===== src/rtl/vga_object_renderer.sv =====
// vga_object_renderer
//   VGA timing generator with a grid of coloured rectangular objects.
//   Each object occupies one 2^CELL_SHIFT x 2^CELL_SHIFT pixel cell of the
//   visible area. Objects are written into a shadow table at any time. The
//   shadow table is copied into the active table once per frame, so a frame
//   is always drawn from one consistent set of objects.
//
// Optional feature:
//   VGA_COLLISION_EN - when defined, flags frames in which object 0 shared a
//                      visible cell with any other enabled object.
//
// Ports:
//   clk          pixel clock
//   rst          synchronous, active-high reset
//   obj_we       object-table write strobe
//   obj_addr     object index to write (indices >= NUM_OBJ are ignored)
//   obj_wdata    {en[18], col[17:13], row[12:9], rgb[8:0]}
//   vga_r/g/b    3-bit colour, forced to 0 outside active video
//   vga_hs/vs    active-low sync
//   frame_start  one-cycle pulse while both counters sit at their maximum
//   collision    object 0 overlapped another object in the previous frame
module vga_object_renderer #(
   parameter int          NUM_OBJ    = 24,
   parameter int          CELL_SHIFT = 5,
   parameter int          H_SYNC     = 96,
   parameter int          H_BP       = 48,
   parameter int          H_ACT      = 640,
   parameter int          H_FP       = 16,
   parameter int          V_SYNC     = 2,
   parameter int          V_BP       = 33,
   parameter int          V_ACT      = 480,
   parameter int          V_FP       = 10,
   parameter logic [8:0]  BG_COLOR   = 9'b000_100_000
) (
   input  logic                       clk,
   input  logic                       rst,
   input  logic                       obj_we,
   input  logic [$clog2(NUM_OBJ)-1:0] obj_addr,
   input  logic [18:0]                obj_wdata,
   output logic [2:0]                 vga_r,
   output logic [2:0]                 vga_g,
   output logic [2:0]                 vga_b,
   output logic                       vga_hs,
   output logic                       vga_vs,
   output logic                       frame_start,
   output logic                       collision
);

   localparam int H_TOT   = H_SYNC + H_BP + H_ACT + H_FP;
   localparam int V_TOT   = V_SYNC + V_BP + V_ACT + V_FP;
   localparam int HW      = $clog2(H_TOT);
   localparam int VW      = $clog2(V_TOT);
   localparam int AW      = $clog2(NUM_OBJ);
   localparam int H_START = H_SYNC + H_BP;
   localparam int V_START = V_SYNC + V_BP;

   localparam logic [HW-1:0] H_MAX   = HW'(H_TOT - 1);
   localparam logic [VW-1:0] V_MAX   = VW'(V_TOT - 1);
   localparam logic [AW:0]   OBJ_LIM = (AW + 1)'(NUM_OBJ);

   logic [HW-1:0] h_count_q, h_count_d;
   logic [VW-1:0] v_count_q, v_count_d;
   logic          frame_start_q, frame_start_d;

   logic [18:0]   shadow_q [NUM_OBJ];
   logic [18:0]   shadow_d [NUM_OBJ];
   logic [18:0]   active_q [NUM_OBJ];
   logic [18:0]   active_d [NUM_OBJ];

   logic [8:0]    rgb_s1_q, rgb_s1_d;
   logic          hs_s1_q, hs_s1_d;
   logic          vs_s1_q, vs_s1_d;
   logic [8:0]    rgb_q;
   logic          hs_q, vs_q;

   logic [HW-1:0]      x_rel, cell_x;
   logic [VW-1:0]      y_rel, cell_y;
   logic               h_vis, v_vis, video;
   logic [NUM_OBJ-1:0] obj_hit;
   logic [8:0]         pix_rgb;

   // Counters and frame boundary. frame_start_q is decoded from the next
   // counter values so it is high exactly while the counters sit at max.
   always_comb begin
      h_count_d = h_count_q + 1'b1;
      v_count_d = v_count_q;
      if (h_count_q == H_MAX) begin
         h_count_d = '0;
         v_count_d = (v_count_q == V_MAX) ? '0 : v_count_q + 1'b1;
      end
      frame_start_d = (h_count_d == H_MAX) && (v_count_d == V_MAX);
   end

   // Object tables. The copy reads shadow_q, so a write on the frame_start
   // cycle lands in the shadow only and shows up one frame later.
   always_comb begin
      shadow_d = shadow_q;
      if (obj_we && ({1'b0, obj_addr} < OBJ_LIM)) begin
         shadow_d[obj_addr] = obj_wdata;
      end
      active_d = frame_start_q ? shadow_q : active_q;
   end

   // Pixel stage: hit test against the active table for the current counter.
   always_comb begin
      h_vis  = (32'(h_count_q) >= H_START) && (32'(h_count_q) < H_START + H_ACT);
      v_vis  = (32'(v_count_q) >= V_START) && (32'(v_count_q) < V_START + V_ACT);
      video  = h_vis && v_vis;
      x_rel  = h_count_q - HW'(H_START);
      y_rel  = v_count_q - VW'(V_START);
      cell_x = x_rel >> CELL_SHIFT;
      cell_y = y_rel >> CELL_SHIFT;
      // Widen both sides so an out-of-grid col/row can never alias a cell.
      for (int i = 0; i < NUM_OBJ; i++) begin
         obj_hit[i] = active_q[i][18]
                   && ({5'd0, cell_x} == {{HW{1'b0}}, active_q[i][17:13]})
                   && ({4'd0, cell_y} == {{VW{1'b0}}, active_q[i][12:9]});
      end
      // Descending scan so the lowest-index hit wins.
      pix_rgb = BG_COLOR;
      for (int i = NUM_OBJ - 1; i >= 0; i--) begin
         if (obj_hit[i]) begin
            pix_rgb = active_q[i][8:0];
         end
      end
      rgb_s1_d = video ? pix_rgb : 9'd0;
      hs_s1_d  = !(32'(h_count_q) < H_SYNC);
      vs_s1_d  = !(32'(v_count_q) < V_SYNC);
   end

   always_ff @(posedge clk) begin
      if (rst) begin
         h_count_q     <= '0;
         v_count_q     <= '0;
         frame_start_q <= 1'b0;
         rgb_s1_q      <= '0;
         hs_s1_q       <= 1'b1;
         vs_s1_q       <= 1'b1;
         rgb_q         <= '0;
         hs_q          <= 1'b1;
         vs_q          <= 1'b1;
         for (int i = 0; i < NUM_OBJ; i++) begin
            shadow_q[i] <= {1'b0, shadow_q[i][17:0]};
            active_q[i] <= {1'b0, active_q[i][17:0]};
         end
      end else begin
         h_count_q     <= h_count_d;
         v_count_q     <= v_count_d;
         frame_start_q <= frame_start_d;
         shadow_q      <= shadow_d;
         active_q      <= active_d;
         rgb_s1_q      <= rgb_s1_d;
         hs_s1_q       <= hs_s1_d;
         vs_s1_q       <= vs_s1_d;
         rgb_q         <= rgb_s1_q;
         hs_q          <= hs_s1_q;
         vs_q          <= vs_s1_q;
      end
   end

`ifdef VGA_COLLISION_EN
   logic hit_flag_q, hit_flag_d;
   logic collision_q, collision_d;

   // hit_flag accumulates over a frame; collision reports the finished frame.
   always_comb begin
      hit_flag_d  = hit_flag_q || (video && obj_hit[0] && (|obj_hit[NUM_OBJ-1:1]));
      collision_d = collision_q;
      if (frame_start_q) begin
         collision_d = hit_flag_q;
         hit_flag_d  = 1'b0;
      end
   end

   always_ff @(posedge clk) begin
      if (rst) begin
         hit_flag_q  <= 1'b0;
         collision_q <= 1'b0;
      end else begin
         hit_flag_q  <= hit_flag_d;
         collision_q <= collision_d;
      end
   end

   assign collision = collision_q;
`else
   assign collision = 1'b0;
`endif

   assign vga_r       = rgb_q[8:6];
   assign vga_g       = rgb_q[5:3];
   assign vga_b       = rgb_q[2:0];
   assign vga_hs      = hs_q;
   assign vga_vs      = vs_q;
   assign frame_start = frame_start_q;

endmodule


===== config.mk =====
export PLATFORM = sky130hd
export DESIGN_NAME = vga_object_renderer
export DESIGN_NICKNAME = d
export VERILOG_FILES = /design/src/rtl/vga_object_renderer.sv
export SDC_FILE = /design/constraint.sdc
export NUM_CORES = 1
export LEC_CHECK = 0
export BUFFER_PORTS_ARGS = -buffer_cell sky130_fd_sc_hd__buf_2
export CAP_MARGIN = 25
export CORE_ASPECT_RATIO = 0.6
export CORE_MARGIN = 2
export CORE_UTILIZATION = 49
export CTS_BUF_LIST = sky130_fd_sc_hd__clkbuf_4 sky130_fd_sc_hd__clkbuf_8
export CTS_CLUSTER_DIAMETER = 80
export DETAILED_ROUTE_END_ITERATION = 7
export GPL_ROUTABILITY_DRIVEN = 1
export PLACE_DENSITY_LB_ADDON = 0.25
export RECOVER_POWER = 50
export SYNTH_ARGS = -nofsm -noshare
export SYNTH_HDL_FRONTEND = slang
export SYNTH_SLANG_ARGS = --single-unit

===== constraint.sdc =====
create_clock -name clk -period 23 [get_ports clk]
set_input_delay 1.15 -clock clk [delete_from_list [all_inputs] [get_ports clk]]
set_output_delay 1.15 -clock clk [all_outputs]
set_load 0.05 [all_outputs]

# Word level (Yosys, flattened, before mapping)
# Index checks and enable logic that the tools add are counted.
dict set report totals {
  n_memories 0
  latchBits 0
  ramBits 0
  regBits 955
  word_cells 262
  romBits 0
}
dict set report op_classes {
  n_eq_ne 52
  n_mux 30
  n_mul 0
  n_bitwise 3
  n_reduce_logical 59
  addsub 4
  shift 0
  n_lt_le_gt_ge 9
  div 0
}
# operator count
set op_table {}
lappend op_table {{$bwmux 456} 1}
lappend op_table {{$mux 9} 24}
lappend op_table {{$eq 5x4->1} 24}
lappend op_table {{$eq 5x5->1} 24}
lappend op_table {{$demux 19 s5} 1}
lappend op_table {{$logic_and 1x1->1} 54}
lappend op_table {{$eq 10x10->1 const B} 4}
lappend op_table {{$mux 10} 3}
lappend op_table {{$add 10x1->10 const B} 2}
lappend op_table {{$lt 10x10->1 const B} 2}
lappend op_table {{$mux 19} 1}
lappend op_table {{$ge 10x6->1 const B} 1}
lappend op_table {{$ge 10x8->1 const B} 1}
lappend op_table {{$lt 10x2->1 const B} 1}
lappend op_table {{$lt 10x7->1 const B} 1}
lappend op_table {{$sub 10x6->10 const B} 1}
lappend op_table {{$sub 10x8->10 const B} 1}
lappend op_table {{$ge 6x6->1 const B} 1}
lappend op_table {{$lt 6x1->1 const B} 1}
lappend op_table {{$not 5->6} 1}
lappend op_table {{$lt 5x5->1 const B} 1}
lappend op_table {{$reduce_and 2->1} 2}
lappend op_table {{$logic_not 1->1} 2}
lappend op_table {{$not 1->1} 2}
lappend op_table {{$reduce_or 2->1} 1}

# Depth between registers and ports, before layout
# Gate-level depths: netlist of run 1.
dict set report depth {
  ltp_word 28
  depth_mapped 16
  mapped_depth_nobuf 12
}

# Worst setup path after synthesis of run 1
# OpenSTA, ideal clock, no wires.
dict set report synth_path {
  kind {register to register}
  start {register frame_start_q, in the netlist frame_start}
  end {register active_q[0] in the netlist's numbering (enable)}
  t_required_ns 21.720
  setup_slack_ns 1.328
  arrival_time_ns 20.391
  setup_ns 1.280
  path_buffers 2
  stages_incl_launch_ff 4
  path_cell_list {dfxtp_1 -> clkbuf_1 -> clkbuf_1 -> nor2b_1}
}
dict set report synth_between {
  elab_chain_cells 1
}
# element line
set synth_lines {}
lappend synth_lines {{start: declaration} 63} ;# logic frame_start_q, frame_start_d;
lappend synth_lines {{start signal: assignment} 149} ;# frame_start_q <= frame_start_d;
lappend synth_lines {{$reduce_and 2->1 (no source line)} -}
lappend synth_lines {{end signal: indexed assignment} 144} ;# active_q[i] <= {1'b0, active_q[i][17:0]};
lappend synth_lines {{end signal: assignment} 151} ;# active_q <= active_d;
lappend synth_lines {{end: declaration} 67} ;# logic [18:0] active_q [NUM_OBJ];
# No other way between the ends.
# A chain may end at the register's enable or synchronous reset.

# Final worst setup path of run 1
dict set report layout_path {
  start {register v_count_q[6]}
  end {register rgb_s1_q[2]}
}
dict set report layout_between {
  elab_chain_cells 27
}
# element line
set layout_lines {}
lappend layout_lines {{start: declaration} 62} ;# logic [VW-1:0] v_count_q, v_count_d;
lappend layout_lines {{start signal: assignment} 148} ;# v_count_q <= v_count_d;
lappend layout_lines {{$sub 10x6->10} 110} ;# y_rel = v_count_q - VW'(V_START);
lappend layout_lines {{$eq 5x4->1} 117} ;# && ({4'd0, cell_y} == {{VW{1'b0}}, active_q[i][12:9]});
lappend layout_lines {{$logic_and 1x1->1} 117}
lappend layout_lines {{$mux 9 (24 in a row)} 122} ;# if (obj_hit[i]) begin
lappend layout_lines {{end signal: assignment} 152} ;# rgb_s1_q <= rgb_s1_d;
lappend layout_lines {{end: declaration} 70} ;# logic [8:0] rgb_s1_q, rgb_s1_d;
# Several ways; a longest one is shown, not always the timed one.

==> reports/summary.txt, run 1 <==
status -> finished with violations
failing checks -> capacitance limit, slew limit
Via-to-Cell Ratio -> 5.636
actual slew at the worst max-slew pin -> 2.485 ns
CP required -> 23.56 ns
Worst Hold Class -> flop to flop
Crit Path Max Fanout -> 19
PortBufs -> 38
Final Non-Filler Cells -> 3311
Remaining Overflow, GRT -> 0
DP Wirelength -> 52.14 mm
switching power -> 0.6618 mW
GRT Util Overall -> 0.2191
Post-CTS Hold Buffers -> 0
Crit Path Category -> flop to flop
WP data arrival -> 5.94 ns
CTS Buf Count -> 135
worst vdd ir -> 0.00005111 V
internal power -> 2.589 mW
Synthesis Warnings -> 0
worst reg2reg path depth -> 10
GPL Wtd Cong -> 0.9787
H-tree Lvls -> 4
final worst setup slack -> 17.63 ns
Placement Rows -> 76
Startpoint Class -> flop
sequential area share after synthesis -> 0.7742
part of the power in registers -> 0.580
post-layout util -> 0.5576
clock buffer depth -> 3
fmax -> 0.1861 GHz
reg2reg end -> rgb_s1_q[2]
post_cts resized -> 0
CORE AREA -> 72080 um^2
Layout Skew -> 0.03760 ns
Yosys cell types -> 79
DIE WIDTH -> 353.3 um
met2 GRT Util -> 0.2929
hold_sp -> shadow_q[453]
Syn Std Cell Area -> 35860 um^2
total number of vias -> 18661
number of enable flip-flop cells after synthesis -> 864
setup TNS -> 0 ns
largest net degree at the start of global routing -> 213
Yosys reg bits -> 955
global-route wire length before repair -> 119.7 mm
initial antenna violation count -> 2
Final Max Slew Viols -> 418
Place WS -> 17.83 ns
clock-pin slew on the worst setup and hold paths -> 0.07 ns
combinational group share of total power -> 0.011
ys flop type -> edfxtp_1
IO Pins -> 40
WHS Path Cells -> 0
wirelength, routed -> 82.13 mm
layout cells sized above 1 -> 0.1452
reg2reg setup slack -> 17.63 ns
DIE HEIGHT -> 213.6 um
share of the clock period used by the worst path after layout -> 0.2336
Setup-failing EPs final -> 0
CP endpoint kind -> flop
synthesized area per cell -> 17.11 um^2
Max-cap violations -> 15
First-pass DRT Iterations -> 6
# Post-CTS Setup Buffers -> 0
Final Hold Viols -> 0
sink of the worst hold path -> active_q[453]
Nets -> 2266
vias in the first global route -> 17886
placed cells -> 3064
Initial DRC Count -> 2428
filler instances -> 5600
Num Clock Sinks -> 955
worst-skew pair later-pin latency -> 0.76 ns
Antenna Nets Post-Route -> 0
Final min period -> 5.373 ns
initial cell density of the core -> 0.4976
Area Growth Syn to Fin -> 12.08%
worst slew margin relative to its limit -> -0.6566
asr flop ratio synth -> 0
GRT Max-Usage Layer -> met1
post-synth net total -> 2131
RSZ-0062 raised after global routing -> no
Leakage -> 13.25 nW
CTS tree -> yes
DR WL/cell -> 24.81 um
die area -> 75440 um^2
met1 Use GR -> 0.3389
pwr/cell area -> 80.88 nW/um^2
CTS root buffer -> clkbuf_8
Clock power frac -> 0.409
switch share -> 0.2036
GR Util met3 -> 0.07328
reg2reg start -> v_count_q[6]
Syn Inst Count -> 2096
DR DRC count -> 0
-- kinds of logic after synthesis --
kind of cell / count (synthesis) / share of synthesized area
AOI/OAI and AO/OA: 243 / 0.04689
xor gates and xnor gates: 245 / 0.08000
adders and majority gates: 8 / 0.002791
buffers and inverters: 134 / 0.01542
DFF: 955 / 0.7742
muxes: 38 / 0.01061
other: 1 / 0.0001046
and+or+nand+nor: 472 / 0.06995
-- synth_stat cells (all sizes together), types with 40 or more instances --
master  number  area (um^2)
dfxtp       91         1822
xnor2      109        962.2
edfxtp     864        25940
o21ai       47        235.2
clkbuf      52        195.2
buf         40        200.2
inv         41        153.9
nand2       95        356.6
xnor3       52         1171
a21oi       61        309.1
nor2       116        435.4
xor2        84        735.7
-- cells in the final DEF (no fill, tap or decap), types with 13 or more instances in the layout --
cell type / instances
edfxtp_1: 864
clkbuf_8: 147
xnor2_1: 108
nor2_1: 97
nand2_1: 95
dfxtp_1: 90
xor2_1: 82
a21oi_1: 60
xnor3_1: 52
clkbuf_4: 48
o21ai_0: 43
inv_1: 41
mux2i_1: 38
buf_4: 37
nand3_1: 32
nor3_1: 29
clkinv_1: 26
buf_2: 22
nor4_1: 21
nand4_1: 20
clkbuf_1: 20
nor2_2: 19
o221ai_1: 19
or3_1: 17
nand2b_1: 16
nor2b_1: 13
-- sequential cells by signal, indices dropped and copies added (netlist names) --
| register | cells |
|---|---|
| h_count_q | 10 |
| rgb_q | 9 |
| v_count_q | 10 |
| active_q | 456 |
| frame_start | 1 |
| vga_vs | 1 |
| vs_s1_q | 1 |
| shadow_q | 456 |
| rgb_s1_q | 9 |
| hs_s1_q | 1 |
| vga_hs | 1 |
-- power groups by stage --
stage               clock network, mW  logic [mW]  registers [mW]
global placement                    0      0.0346            1.92
global route                     1.43      0.0374            1.88
CTS                              1.36      0.0356            1.88
finish                           1.33      0.0351            1.89
floorplan                           0     0.00893            1.92
detailed placement                  0      0.0356            1.92
-- worst max path at each step --
| stage | start | end | slack [ns] | cells after the start |
|---|---|---|---|---|
| 2_1_floorplan | frame_start | active_q[0] | 1.33 | 3 |
| 3_3_place_gp | v_count_q[6] | rgb_s1_q[2] | 17.95 | 10 |
| 3_5_place_dp | v_count_q[6] | rgb_s1_q[2] | 17.83 | 10 |
| 4_1_cts | v_count_q[6] | rgb_s1_q[2] | 17.83 | 10 |
| 5_1_grt | v_count_q[6] | rgb_s1_q[8] | 17.46 | 10 |
| 6_report | v_count_q[6] | rgb_s1_q[2] | 17.63 | 10 |
-- worst max-delay path, stage by stage, from the launching register on --
cell	delay, ns
dfxtp_1	0.50
or3_1	0.55
o31a_1	0.40
or2_1	0.54
or4_1	0.69
nor4_4	0.72
nor2_1	0.32
o211ai_1	0.22
a311oi_1	0.13
o311ai_1	0.97
a32oi_1	0.11
-- final cells by class --
class	count	area, um^2	share of cell area
sequential	955	27770	0.6908
multi-input combinational	1007	7701	0.1916
clock buffer	195	2384	0.05930
tap	975	1220	0.03035
timing repair buffer	90	658.1	0.01637
clock inverter	45	301.5	0.007502
inverter	42	157.7	0.003922
antenna	2	5.005	0.0001245
-- through the flow --
stage	total power [mW]	area (um^2)	hold slack, ns
finish	3.251	40190	0.3964
global route	3.353	40190	0.4105
CTS	3.280	40150	0.3968
detailed placement	1.958	37470	0.4008
global placement	1.956	37320	0.4005
floorplan	1.931	35860	0.3895
-- routing by layer --
layer,vias to the layer above,part of all wire,routed length (um)
met5,-,0,0
met1,9365,0.47,38690
met4,0,0.018,1501
met3,138,0.11,8977
met2,920,0.40,32960
li1,8238,-,-
No activity file was read; power rests on OpenSTA's default activity.
==> run 2: changes to the inputs <==
Clock period 23 ns to 5.2 ns, I/O delays scaled along.
==> reports/summary.txt, run 2 (same netlist as run 1, synthesis figures left out) <==
status -> finished with violations
failing checks -> capacitance limit, slew limit
fmax -> 0.1969 GHz
DIE HEIGHT -> 213.6 um
worst-skew pair later-pin latency -> 0.75 ns
Remaining Overflow, GRT -> 0
GRT Util Overall -> 0.2290
Nets -> 2312
DR DRC count -> 0
Place WS -> 0.2551 ns
commonest non-fill, non-tap cells in the layout -> edfxtp_1, clkbuf_8, xnor2_1
CP dominant cell by count -> or3_1
layout cells sized above 1 -> 0.1552
total number of vias -> 18812
Setup-failing EPs final -> 0
Max-cap violations -> 17
pwr/cell area -> 350.9 nW/um^2
Area Growth Syn to Fin -> 12.85%
DIE WIDTH -> 353.3 um
post-route cell area -> 40470 um^2
die area -> 75440 um^2
First-pass DRT Iterations -> 7
RSZ-0062 raised after global routing -> no
CTS root buffer -> clkbuf_8
Num Clock Sinks -> 955
clock-pin slew on the worst setup and hold paths -> 0.07 ns
Startpoint Class -> flop
CORE AREA -> 72080 um^2
Worst Hold Class -> flop to flop
CP endpoint kind -> flop
PortBufs -> 38
ant diodes -> 0
Leakage -> 13.42 nW
Placement Rows -> 76
Buf/Inv on CP -> 1
worst vdd ir -> 0.0002426 V
biggest regs -> active_q (456), shadow_q (456)
vias in the first global route -> 18147
initial antenna violation count -> 3
WP data arrival -> 5.68 ns
Via-to-Cell Ratio -> 5.600
Crit-path slowest cell -> o21ai_0
clock buffer depth -> 3
DP Wirelength -> 55.80 mm
Top delay family on crit path -> simple AND/OR/NAND/NOR gates
final worst setup slack -> 0.1204 ns
Crit Path Category -> flop to flop
share of the clock period used by the worst path after layout -> 0.9769
Layout Skew -> 0.02398 ns
H-tree Lvls -> 4
CP required -> 5.80 ns
largest net degree at the start of global routing -> 142
GPL Wtd Cong -> 0.8998
Pwr Total -> 14.20 mW
Crit Path Max Fanout -> 13
Post-DP Area -> 37770 um^2
post-layout util -> 0.5615
initial cell density of the core -> 0.4976
CTS tree -> yes
Antenna Nets Post-Route -> 0
Final Hold Viols -> 0
# Post-CTS Setup Buffers -> 0
IO Pins -> 40
Initial DRC Count -> 2537
actual slew at the worst max-slew pin -> 3.292 ns
worst slew margin relative to its limit -> -1.194
cells along the critical path -> or3_1 -> o31a_1 -> or2_1 -> buf_4 -> or4_1 -> or3_1 -> o21ai_0 -> a311oi_1 -> o311ai_1 -> a22oi_1
Final min period -> 5.080 ns
CTS Buf Count -> 136
global-route wire length before repair -> 123.5 mm
CP peak stage delay -> 0.76 ns
Final Max Slew Viols -> 470
commonest non-fill, non-tap cell in the layout -> edfxtp_1
DR WL/cell -> 25.32 um
wirelength, routed -> 85.05 mm
[run 2: cell types whose count changed in the layout (fill, tap and decap cells not counted), moves of 4 or more]
cell	before	now
buf_4	37	74
dlygate4sd3_1	0	12
clkbuf_8	147	140
buf_8	8	2
clkinv_2	8	14
buf_12	1	5
[run 2: report_power, final]
| group | total [mW] | switching [mW] | internal, mW |
|---|---|---|---|
| sequential | 8.34 | 0.00849 | 8.33 |
| clock | 5.70 | 2.82 | 2.87 |
| combinational | 0.161 | 0.139 | 0.0223 |
| total | 14.2 | 2.97 | 11.2 |
[run 2: final timing paths]
path | start | end | slack (ns) | cells past startpoint
worst max register to register | v_count_q[6] | rgb_s1_q[7] | 0.12 | 10
worst min register to register | shadow_q[5] | active_q[5] | 0.40 | 0
worst max-delay path | v_count_q[6] | rgb_s1_q[7] | 0.12 | 10
worst min-delay path | shadow_q[5] | active_q[5] | 0.40 | 0
[run 2: area by class of cell]
| type | count | area [um^2] |
|---|---|---|
| clock buffers | 188 | 2287 |
| multi-input cells | 1007 | 7695 |
| fillers | 5633 | 31610 |
| repair buffers | 135 | 1035 |
| well taps | 975 | 1220 |
| clock inverters | 57 | 309.0 |
| flip-flops and latches | 955 | 27770 |
| inverters | 42 | 157.7 |
[run 2: what timing repair did]
action | 4_1_cts | 5_1_grt
hold endpoints to repair | 64 | 0
endpoints found under the setup margin | 0 | 0
resized for setup | 0 | 0
hold buffers | 12 | 0
[run 2: per-layer routing]
metal / vias to the layer above / global-route usage / part of all wire
li1: 8351 / - / -
met1: 9420 / 0.3627 / 0.47
met2: 953 / 0.2940 / 0.39
met3: 88 / 0.09004 / 0.13
met4: 0 / 0.04710 / 0.012
met5: - / 0 / 0
[run 2: stage by stage]
stage / TNS, ns / std cells / hold WS [ns]
floorplan: -1069.24 / 2096 / 0.3589
global placement: 0 / 3097 / 0.4001
detailed placement: 0 / 3101 / 0.4045
CTS: 0 / 3358 / 0.003870
global route: 0 / 3359 / 0.4034
finish: 0 / 3359 / 0.3971
[run 2: worst register-to-register path, delay by kind of cell (launching register included)]
kind	cells	cell delay, ns
simple gates	4	2.16
compound gates	5	2.03
flops	1	0.51
buf+inv	1	0.24
==> run 3: changes to the inputs <==
Clock period 5.2 ns to 5.4 ns, I/O delays scaled along.
==> reports/summary.txt, run 3 (same netlist as run 1, synthesis figures left out) <==
status -> finished with violations
failing checks -> capacitance limit, slew limit
CTS root buffer -> clkbuf_8
worst slew margin relative to its limit -> -0.9088
Post-CTS Hold Buffers -> 16
setup TNS -> 0 ns
layout cells sized above 1 -> 0.1489
total number of vias -> 18771
fmax -> 0.2114 GHz
CTS tree -> yes
Area Growth Syn to Fin -> 12.64%
PortBufs -> 38
Leakage -> 13.35 nW
Nets -> 2301
First-pass DRT Iterations -> 6
clock buffer depth -> 3
CP required -> 6.09 ns
global-route wire length before repair -> 123.2 mm
Final Hold Viols -> 0
GRT Max-Usage Layer -> met1
CORE AREA -> 72080 um^2
worst-skew pair later-pin latency -> 0.79 ns
DP Wirelength -> 55.20 mm
met1 Use GR -> 0.3555
clock-pin slew on the worst setup and hold paths -> 0.07 ns
GR Util met3 -> 0.08945
share of the clock period used by the worst path after layout -> 0.8759
# Post-CTS Setup Buffers -> 0
Initial DRC Count -> 2499
GRT Util Overall -> 0.2280
Worst Hold Class -> flop to flop
commonest non-fill, non-tap cell in the layout -> edfxtp_1
initial antenna violation count -> 5
post-layout util -> 0.5605
actual slew at the worst max-slew pin -> 2.863 ns
Placement Rows -> 76
Crit Path Category -> flop to flop
commonest non-fill, non-tap cells in the layout -> edfxtp_1, clkbuf_8, xnor2_1
IO Pins -> 40
initial cell density of the core -> 0.4976
Setup-failing EPs final -> 0
Layout Skew -> 0.04409 ns
Remaining Overflow, GRT -> 0
Pwr Total -> 13.80 mW
CTS Buf Count -> 136
ant diodes -> 0
Crit Path Max Fanout -> 13
vias in the first global route -> 18207
pwr/cell area -> 341.6 nW/um^2
worst vdd ir -> 0.0002419 V
Max-cap violations -> 16
wirelength, routed -> 84.87 mm
DR DRC count -> 0
GPL Wtd Cong -> 0.9913
die area -> 75440 um^2
met2 GRT Util -> 0.2941
Final min period -> 4.730 ns
Antenna Nets Post-Route -> 0
biggest regs -> active_q (456), shadow_q (456)
CP endpoint kind -> flop
Via-to-Cell Ratio -> 5.610
Startpoint Class -> flop
filler instances -> 5732
WP data arrival -> 5.42 ns
Num Clock Sinks -> 955
RSZ-0062 raised after global routing -> no
post_cts resized -> 0
DR WL/cell -> 25.36 um
Final Max Slew Viols -> 444
DIE HEIGHT -> 213.6 um
reg2reg setup slack -> 0.67 ns
H-tree Lvls -> 4
DIE WIDTH -> 353.3 um
largest net degree at the start of global routing -> 184
-- run 3: critical path, cell delays in order, from the launching register on --
cell and delay (ns):
dfxtp_1 0.49, or3_1 0.56, o31a_1 0.41, or2_1 0.40
buf_4 0.24, nor4_1 0.84, nand3_1 0.13, nor2_1 0.56
mux2i_1 0.29, mux2i_1 0.20, a211o_1 0.34, a32oi_1 0.17
-- run 3: stage by stage --
step	instance area (um^2)	instances	setup slack [ns]	hold slack, ns
floorplan	35910	2096	-2.275	0.3689
global placement	37550	3080	0.8680	0.4002
detailed placement	37610	3085	0.8096	0.4045
CTS	40420	3344	0.8004	0.005019
global route	40400	3346	0.4306	0.4013
finish	40400	3346	0.6700	0.3957
-- run 3: layer usage --
layer  up-vias  share of wire  wire [um]
met2       912           0.39      33410
li1       8323              -          -
met1      9425           0.47      39700
met5         -         0.0033        278
met4         6          0.013       1092
met3       105           0.12      10400
-- run 3: report_power, final --
part,total (mW),switching (mW),internal (mW),leakage (nW)
registers,8.03,0.00781,8.02,8.50
clock network,5.61,2.73,2.88,1.38
logic,0.155,0.133,0.0219,3.47
total,13.8,2.87,10.9,13.4
-- run 3: final timing paths --
| kind | start | to | cells after the start |
|---|---|---|---|
| max | v_count_q[6] | rgb_s1_q[8] | 11 |
| min | shadow_q[153] | active_q[153] | 0 |
| max reg2reg | v_count_q[6] | rgb_s1_q[8] | 11 |
| min reg2reg | shadow_q[153] | active_q[153] | 0 |
-- run 3: layout make-up --
cell class | instances | area, um^2 | share of cell area
clock buffer | 186 | 2260 | 0.05594
clock inverter | 57 | 386.6 | 0.009570
inverter | 42 | 157.7 | 0.003902
multi-input combinational | 1007 | 7695 | 0.1905
sequential | 955 | 27770 | 0.6873
tap | 975 | 1220 | 0.03020
timing repair buffer | 124 | 912.1 | 0.02258
